## src/rtl/dmem_arbiter.sv

```systemverilog
// Round-robin two-port data memory arbiter/sequencer; DMEM_TIMEOUT_EN adds a BUSY watchdog.
// Latency: req to ready 3 cycles minimum (2 for illegal requests), plus memory wait cycles.
// Backpressure: mem_* held stable until mem_ready; the losing port's req waits in place.
module dmem_arbiter #(
   parameter int ADDR_W         = 32,
   parameter int TIMEOUT_CYCLES = 16
) (
   input  logic              clk,
   input  logic              rst,
   input  logic              p0_req,
   input  logic              p0_we,
   input  logic [ADDR_W-1:0] p0_addr,
   input  logic [1:0]        p0_size,
   input  logic              p0_sign,
   input  logic [31:0]       p0_wdata,
   output logic              p0_ready,
   output logic [31:0]       p0_rdata,
   output logic              p0_err,
   input  logic              p1_req,
   input  logic              p1_we,
   input  logic [ADDR_W-1:0] p1_addr,
   input  logic [1:0]        p1_size,
   input  logic              p1_sign,
   input  logic [31:0]       p1_wdata,
   output logic              p1_ready,
   output logic [31:0]       p1_rdata,
   output logic              p1_err,
   output logic              mem_valid,
   output logic              mem_we,
   output logic [ADDR_W-1:0] mem_addr,
   output logic [3:0]        mem_be,
   output logic [31:0]       mem_wdata,
   input  logic              mem_ready,
   input  logic [31:0]       mem_rdata
);

   typedef enum logic [1:0] {IDLE, BUSY, RESP} state_t;

   state_t      state;
   logic        last_grant;
   logic        gnt_q;
   logic [1:0]  off_q;
   logic [1:0]  size_q;
   logic        sign_q;
   logic        err_q;
   logic [31:0] rdata_q;

   logic              sel_p1;
   logic              sel_we;
   logic [ADDR_W-1:0] sel_addr;
   logic [1:0]        sel_size;
   logic              sel_sign;
   logic [31:0]       sel_wdata;
   logic [1:0]        sel_off;
   logic              sel_bad;
   logic [3:0]        sel_be;
   logic [31:0]       sel_wlane;
   logic [7:0]        lane8;
   logic [15:0]       lane16;
   logic [31:0]       load_ext;

`ifdef DMEM_TIMEOUT_EN
   localparam int TO_W = $clog2(TIMEOUT_CYCLES + 1);
   logic [TO_W-1:0] to_cnt;
`endif

   // last_grant = 1 means p1 was served last, so p0 wins the next tie
   always_comb begin
      sel_p1    = p1_req && (!p0_req || !last_grant);
      sel_we    = sel_p1 ? p1_we    : p0_we;
      sel_addr  = sel_p1 ? p1_addr  : p0_addr;
      sel_size  = sel_p1 ? p1_size  : p0_size;
      sel_sign  = sel_p1 ? p1_sign  : p0_sign;
      sel_wdata = sel_p1 ? p1_wdata : p0_wdata;
      sel_off   = sel_addr[1:0];
      sel_bad   = 1'b0;
      sel_be    = 4'b1111;
      sel_wlane = sel_wdata;
      case (sel_size)
         2'b01: begin
            sel_be    = 4'b0001 << sel_off;
            sel_wlane = {4{sel_wdata[7:0]}};
         end
         2'b10: begin
            sel_be    = sel_off[1] ? 4'b1100 : 4'b0011;
            sel_wlane = {2{sel_wdata[15:0]}};
            sel_bad   = sel_off[0];
         end
         2'b11:   sel_bad = 1'b1;
         default: sel_bad = (sel_off != 2'b00);
      endcase
   end

   always_comb begin
      case (off_q)
         2'd0:    lane8 = mem_rdata[7:0];
         2'd1:    lane8 = mem_rdata[15:8];
         2'd2:    lane8 = mem_rdata[23:16];
         default: lane8 = mem_rdata[31:24];
      endcase
      lane16 = off_q[1] ? mem_rdata[31:16] : mem_rdata[15:0];
      case (size_q)
         2'b01:   load_ext = {{24{sign_q & lane8[7]}}, lane8};
         2'b10:   load_ext = {{16{sign_q & lane16[15]}}, lane16};
         default: load_ext = mem_rdata;
      endcase
   end

   always_ff @(posedge clk) begin
      if (rst) begin
         state      <= IDLE;
         last_grant <= 1'b1;
         gnt_q      <= 1'b0;
         off_q      <= '0;
         size_q     <= '0;
         sign_q     <= 1'b0;
         err_q      <= 1'b0;
         rdata_q    <= '0;
         p0_ready   <= 1'b0;
         p0_rdata   <= '0;
         p0_err     <= 1'b0;
         p1_ready   <= 1'b0;
         p1_rdata   <= '0;
         p1_err     <= 1'b0;
         mem_valid  <= 1'b0;
         mem_we     <= 1'b0;
         mem_addr   <= '0;
         mem_be     <= '0;
         mem_wdata  <= '0;
`ifdef DMEM_TIMEOUT_EN
         to_cnt     <= '0;
`endif
      end else begin
         p0_ready <= 1'b0;
         p0_rdata <= '0;
         p0_err   <= 1'b0;
         p1_ready <= 1'b0;
         p1_rdata <= '0;
         p1_err   <= 1'b0;
         case (state)
            IDLE: begin
               // While a ready pulse is out the finished request is still on req; skip it
               if ((p0_req || p1_req) && !p0_ready && !p1_ready) begin
                  gnt_q      <= sel_p1;
                  last_grant <= sel_p1;
                  off_q      <= sel_off;
                  size_q     <= sel_size;
                  sign_q     <= sel_sign;
                  if (sel_bad) begin
                     err_q   <= 1'b1;
                     rdata_q <= '0;
                     state   <= RESP;
                  end else begin
                     err_q     <= 1'b0;
                     mem_valid <= 1'b1;
                     mem_we    <= sel_we;
                     mem_addr  <= {sel_addr[ADDR_W-1:2], 2'b00};
                     mem_be    <= sel_be;
                     mem_wdata <= sel_wlane;
                     state     <= BUSY;
`ifdef DMEM_TIMEOUT_EN
                     to_cnt    <= '0;
`endif
                  end
               end
            end
            BUSY: begin
               if (mem_ready) begin
                  mem_valid <= 1'b0;
                  rdata_q   <= mem_we ? 32'd0 : load_ext;
                  state     <= RESP;
               end
`ifdef DMEM_TIMEOUT_EN
               else if (to_cnt == TO_W'(TIMEOUT_CYCLES - 1)) begin
                  mem_valid <= 1'b0;
                  err_q     <= 1'b1;
                  rdata_q   <= '0;
                  state     <= RESP;
               end else begin
                  to_cnt <= to_cnt + TO_W'(1);
               end
`endif
            end
            RESP: begin
               if (gnt_q) begin
                  p1_ready <= 1'b1;
                  p1_rdata <= rdata_q;
                  p1_err   <= err_q;
               end else begin
                  p0_ready <= 1'b1;
                  p0_rdata <= rdata_q;
                  p0_err   <= err_q;
               end
               state <= IDLE;
            end
            default: state <= IDLE;
         endcase
      end
   end

endmodule

```

## config.mk

```make
export PLATFORM = sky130hd
export DESIGN_NAME = dmem_arbiter
export DESIGN_NICKNAME = d
export VERILOG_FILES = /design/src/rtl/dmem_arbiter.sv
export SDC_FILE = /design/constraint.sdc
export NUM_CORES = 1
export LEC_CHECK = 0
export CAP_MARGIN = 30
export CORE_MARGIN = 2
export CORE_UTILIZATION = 45
export DETAILED_ROUTE_END_ITERATION = 10
export PLACE_DENSITY = 0.93
export SYNTH_ARGS = -nofsm -noshare
export SYNTH_HDL_FRONTEND = slang
export SYNTH_SLANG_ARGS = --single-unit
```

## constraint.sdc

```tcl
create_clock -name clk -period 5.6 [get_ports clk]
set_input_delay 0.84 -clock clk [delete_from_list [all_inputs] [get_ports clk]]
set_output_delay 0.84 -clock clk [all_outputs]
set_load 0.02 [all_outputs]
```

# [Yosys cells after proc, flatten, opt, wreduce, memory -nomap -nowiden]
# Index checks and enable logic that the tools add are counted.
[totals] ff_bits=178 latchBits=0 mem_bits_rw=0 romBits=0 in_bits=173 out_inout_bits=138 elab_cells=87 mem_count=0
[classes] addsub=0 mul=0 div_mod_pow=0 n_lt_le_gt_ge=0 n_eq_ne=13 n_shift=1 n_mux=28 bitwise=5 n_reduce_logical=21
[op_table] cell="$mux W32" count=6
[op_table] cell="$pmux W32 S2" count=3
[op_table] cell="$pmux W8 S3" count=1
[op_table] cell="$mux W16" count=1
[op_table] cell="$eq A2 B2 Y1 const B" count=5
[op_table] cell="$eq A2 B1 Y1 const B" count=4
[op_table] cell="$mux W1" count=8
[op_table] cell="$mux W2" count=4
[op_table] cell="$ne A2 B2 Y1 const B" count=4
[op_table] cell="$pmux W4 S2" count=1
[op_table] cell="$reduce_and A4 Y1" count=2
[op_table] cell="$reduce_or A3 Y1" count=2
[op_table] cell="$logic_not A1 Y1" count=4
[op_table] cell="$logic_not A2 Y1" count=2
[op_table] cell="$mux W4" count=1
[op_table] cell="$pmux W2 S2" count=1
[op_table] cell="$reduce_and A2 Y1" count=2
[op_table] cell="$reduce_bool A2 Y1" count=2
[op_table] cell="$shl A1 B2 Y4 const A" count=1
[op_table] cell="$logic_and A1 B1 Y1" count=3
[op_table] cell="$not A1 Y1" count=3
[op_table] cell="$pmux W1 S3" count=1
[op_table] cell="$reduce_and A3 Y1" count=1
[op_table] cell="$and A1 B1 Y1" count=2
[op_table] cell="3 further kinds" count=4

# [Longest topological paths before layout]
[logic_depth] depth_word=9 ltp_mapped=15 ltp_nobuf=9

# [Worst setup path before layout]
# No wires, ideal clock.
[synth_timing] path_type="input-to-reg" startpoint="in p1_req" endpoint="reg mem_addr[17]" setup_time_ns=0.147 t_arrival_ns=3.321 t_required_ns=5.453 setup_slack_ns=2.132 path_stages=13 n_path_buf=6 path_cell_list="a21bo_2 -> buf_2 -> buf_2 -> buf_4 -> mux2i_1 -> ha_1 -> nor3b_1 -> mux2i_2 -> o22ai_1 -> buf_4 -> buf_6 -> buf_6 -> a311oi_2"
[synth_between] elab_chain_len=6 elab_cells_between_ends=13 classes_between="3 x eq/ne; 3 x mux; 1 x bitwise; 6 x reduce/logical"
[synth_lines] element="start: declaration" line_no="19" source="input logic p1_req,"
[synth_lines] element="$logic_and A1 B1 Y1" line_no="69" source="sel_p1 = p1_req && (!p0_req || !last_grant);"
[synth_lines] element="$mux W2 / $mux W32 (equally long branches)" line_no="72, 71"
[synth_lines] element="$eq A2 B2 Y1 (tied with other cells)" line_no="79" source="case (sel_size)"
[synth_lines] element="$pmux W1 S3" line_no="79"
[synth_lines] element="$not A1 Y1 (no line)"
[synth_lines] element="$reduce_and A3 Y1 (no line)"
[synth_lines] element="end signal: assignment" line_no="157" source="mem_addr <= {sel_addr[ADDR_W-1:2], 2'b00};"
[synth_lines] element="end: declaration" line_no="30" source="output logic [ADDR_W-1:0] mem_addr,"
# Parallel ways exist; a longest one is shown, timed or not.
# A chain may end at the register's enable or synchronous reset.

# [Worst setup path in the final report]
[layout_timing] startpoint="in p1_req" endpoint="reg mem_addr[6]"
# Same word-level chain as after synthesis.

==> impl_metrics.json <==
{
  "final_common_cell": "clkdlybuf4s50_1",
  "die-width_um": 136,
  "maxCapViolCount": 0,
  "arrival_ns": 4.28,
  "rsz0062_at_grt": "no",
  "critPathRequiredTime_ns": 5.94,
  "r2r_slack_ns": 2.33,
  "worstSetupPathType": "in -> reg",
  "syn_inst": 835,
  "synthTopCellsByArea": "dfxtp_1 (45%), mux2i_1 (7.4%), a311oi_2 (5.9%)",
  "numCtsBuffers": 17,
  "dr.pass1.iters": 6,
  "grt_overflow": 0,
  "dpl_cell_area_um2": 11000,
  "cp-start-kind": "input port",
  "cts_setup_buffers": 0,
  "io_buffers": 308,
  "routedWlPerCell_um": 18.6,
  "cp_max_fo": 84,
  "dp_hpwl_um": 18500,
  "grt_antenna_before_repair": 2,
  "p_per_area_nw_per_um2": 333,
  "clock-sinks": 178,
  "yosysSeqAreaShare": 0.452,
  "timing.fmax_mhz": 254,
  "period_needed_ns": 3.93,
  "end_kind": "register",
  "final_cell_area_um2": 11600,
  "insertion_delay_ns": 0.43,
  "cts_buffer_depth": 2,
  "crit_path_end": "mem_addr[6]",
  "syn_avg_cell_area_um2": 9.43,
  "fin_skew_ns": 0.0113,
  "grt_pass1_vias": 7033,
  "path_cells": "clkdlybuf4s50_1, a21boi_4, mux2i_1, ha_1, nor3b_1, mux2i_2, o22ai_4, buf_12, nor2_1, a311oi_2",
  "min_path_type": "reg -> reg",
  "synth_top_area_share": 0.452,
  "r2r-start": "last_grant",
  "syn_area_um2": 7880,
  "fin_tns_setup_ns": 0,
  "cp_slowest_stage_delay_ns": 0.63,
  "via_count": 7341,
  "r2r_cells": 9,
  "io_pins": 311,
  "post_route_cells_drive_above_1_share": 0.0960,
  "outcome": "completed",
  "rows": 48,
  "post_cts_resized": 0,
  "final_util": 0.673,
  "cp_slowest_cell": "o22ai_4",
  "slew_viol_final": 0,
  "setup_viol": 0,
  "drc_errors": 0,
  "finalNetCount": 1281,
  "final_cells": 1342,
  "placed_cells": 1308,
  "layout.cells.most_common_list": "clkdlybuf4s50_1 (307), dfxtp_1 (178), nand2_1 (110), and2_1 (68), nor2_1 (67)",
  "grt_max_degree": 85,
  "grt_usage": 0.267,
  "cts_tree": "built",
  "htreeDepth": 4,
  "worstMarginPinSlew_ns": 0.884,
  "fin_crit_sh": 0.702,
  "synth_cell_type_count": 50,
  "cts_hold_buf": 0,
  "synth_edf_count": 0,
  "max-slew-margin-rel": 0.410,
  "dieArea_um2": 18600,
  "critPathLaunch": "p1_req",
  "synth_top_area_cell": "dfxtp_1",
  "ys_ff_latch": 178,
  "worstReg2RegEnd": "mem_addr[6]",
  "area_growth_pct": 46.8,
  "initial_core_util": 0.458,
  "cts_root_buf": "clkbuf_16",
  "clk_pin_slew_worst_paths_ns": 0.07,
  "leakage_uw": 0.00432,
  "core-area_um2": 17200,
  "fill_cells": 1333,
  "peakVddDrop_mv": 0.217,
  "ant_nets": 0,
  "ys.flop_type": "dfxtp_1",
  "avgViaCountPerCell": 5.47,
  "hold_viol_final": 0,
  "drt_iter0_markers": 584,
  "wirelength_um": 25000,
  "synthArstFlopShare": 0,
  "grt_pass1_wl_um": 38100,
  "gp_congestion": 0.943,
  "ys_warn_count": 0,
  "fp.dieH_um": 136
}
-- cell usage after synthesis, types with 2 or more instances --
master	number
a311oi_2	31
o21ai_0	23
clkinv_1	3
o221a_2	8
a31oi_1	16
buf_6	11
mux2_2	9
o21ai_1	19
nand2_1	110
buf_2	8
nor2b_1	2
mux2i_1	58
a211oi_1	11
nand3_1	9
ha_1	6
nor3b_1	2
a21oi_1	17
o22ai_1	16
nor3_1	8
clkbuf_1	36
nor2_1	67
a221o_1	8
dfxtp_1	178
o221ai_1	8
nand2b_1	49
inv_1	14
buf_4	10
and2_1	68
mux2i_2	2
buf_1	3
a211oi_2	6
-- logic make-up after synthesis --
family / share of synthesized area
other cells: 0.000476
fa+ha+maj: 0.00953
simple gates: 0.199
mux: 0.0944
compound gates: 0.186
buf+inv: 0.0577
flops: 0.452
-- critical path, delay by kind of cell --
kind,cells,cell delay [ns]
multiplexers,2,0.56
AO/OA/AOI/OAI,3,1.11
AND/OR/NAND/NOR,2,0.38
buffers and inverters,2,0.96
adder cells (fa/ha/maj),1,0.35
-- metrics by stage --
stage | hold slack, ns | total power [uW] | setup WS, ns
5_1_grt | 0.488 | 4000 | 1.37
2_1_floorplan | 0.436 | 2240 | 2.13
3_5_place_dp | 0.457 | 2660 | 1.32
3_3_place_gp | 0.453 | 2640 | 1.47
6_report | 0.465 | 3850 | 1.67
4_1_cts | 0.469 | 3860 | 1.71
-- worst min path at each step --
| stage | cells after the start | endpoint | slack, ns | startpoint |
|---|---|---|---|---|
| after floorplan | 1 | p0_rdata[7] | 0.44 | rdata_q[7] |
| after global placement | 2 | mem_wdata[31] | 0.45 | mem_wdata[31] |
| after detailed placement | 1 | p1_rdata[21] | 0.46 | rdata_q[21] |
| after CTS | 2 | mem_wdata[29] | 0.47 | mem_wdata[29] |
| after global routing | 2 | mem_wdata[19] | 0.49 | mem_wdata[19] |
| final | 2 | mem_wdata[29] | 0.47 | mem_wdata[29] |
-- where the power goes --
group | leakage [uW] | internal (uW) | switching (uW)
registers | 0.00145 | 1390 | 88.7
logic | 0.00258 | 526 | 651
clock network | 0.000285 | 634 | 561
-- sequential cells by signal, summed over array words and instances (netlist names), 2 cells and up --
name       flops
p0_rdata      32
mem_be         4
state          2
mem_wdata     32
p1_rdata      32
off_q          2
rdata_q       32
size_q         2
mem_addr      30
-- metal layers --
layer | share of wire | GRT usage | up-vias
met5 | 0 | 0 | -
met4 | 0.042 | 0.132 | 0
met3 | 0.094 | 0.0761 | 69
li1 | - | - | 3438
met2 | 0.49 | 0.461 | 392
met1 | 0.37 | 0.301 | 3442
-- cell type report --
cell class                      instances  area (um^2)  area share
Tap cell                              225          282      0.0243
Antenna cell                            2         5.00    0.000433
Timing Repair Buffer                  316         3150       0.273
Multi-Input combinational cell        572         3900       0.338
Inverter                               17         63.8     0.00552
Clock buffer                           17          425      0.0368
Sequential cell                       178         3560       0.308
Clock inverter                         15          168      0.0145
Note: power is estimated with default switching activity, not from simulation.
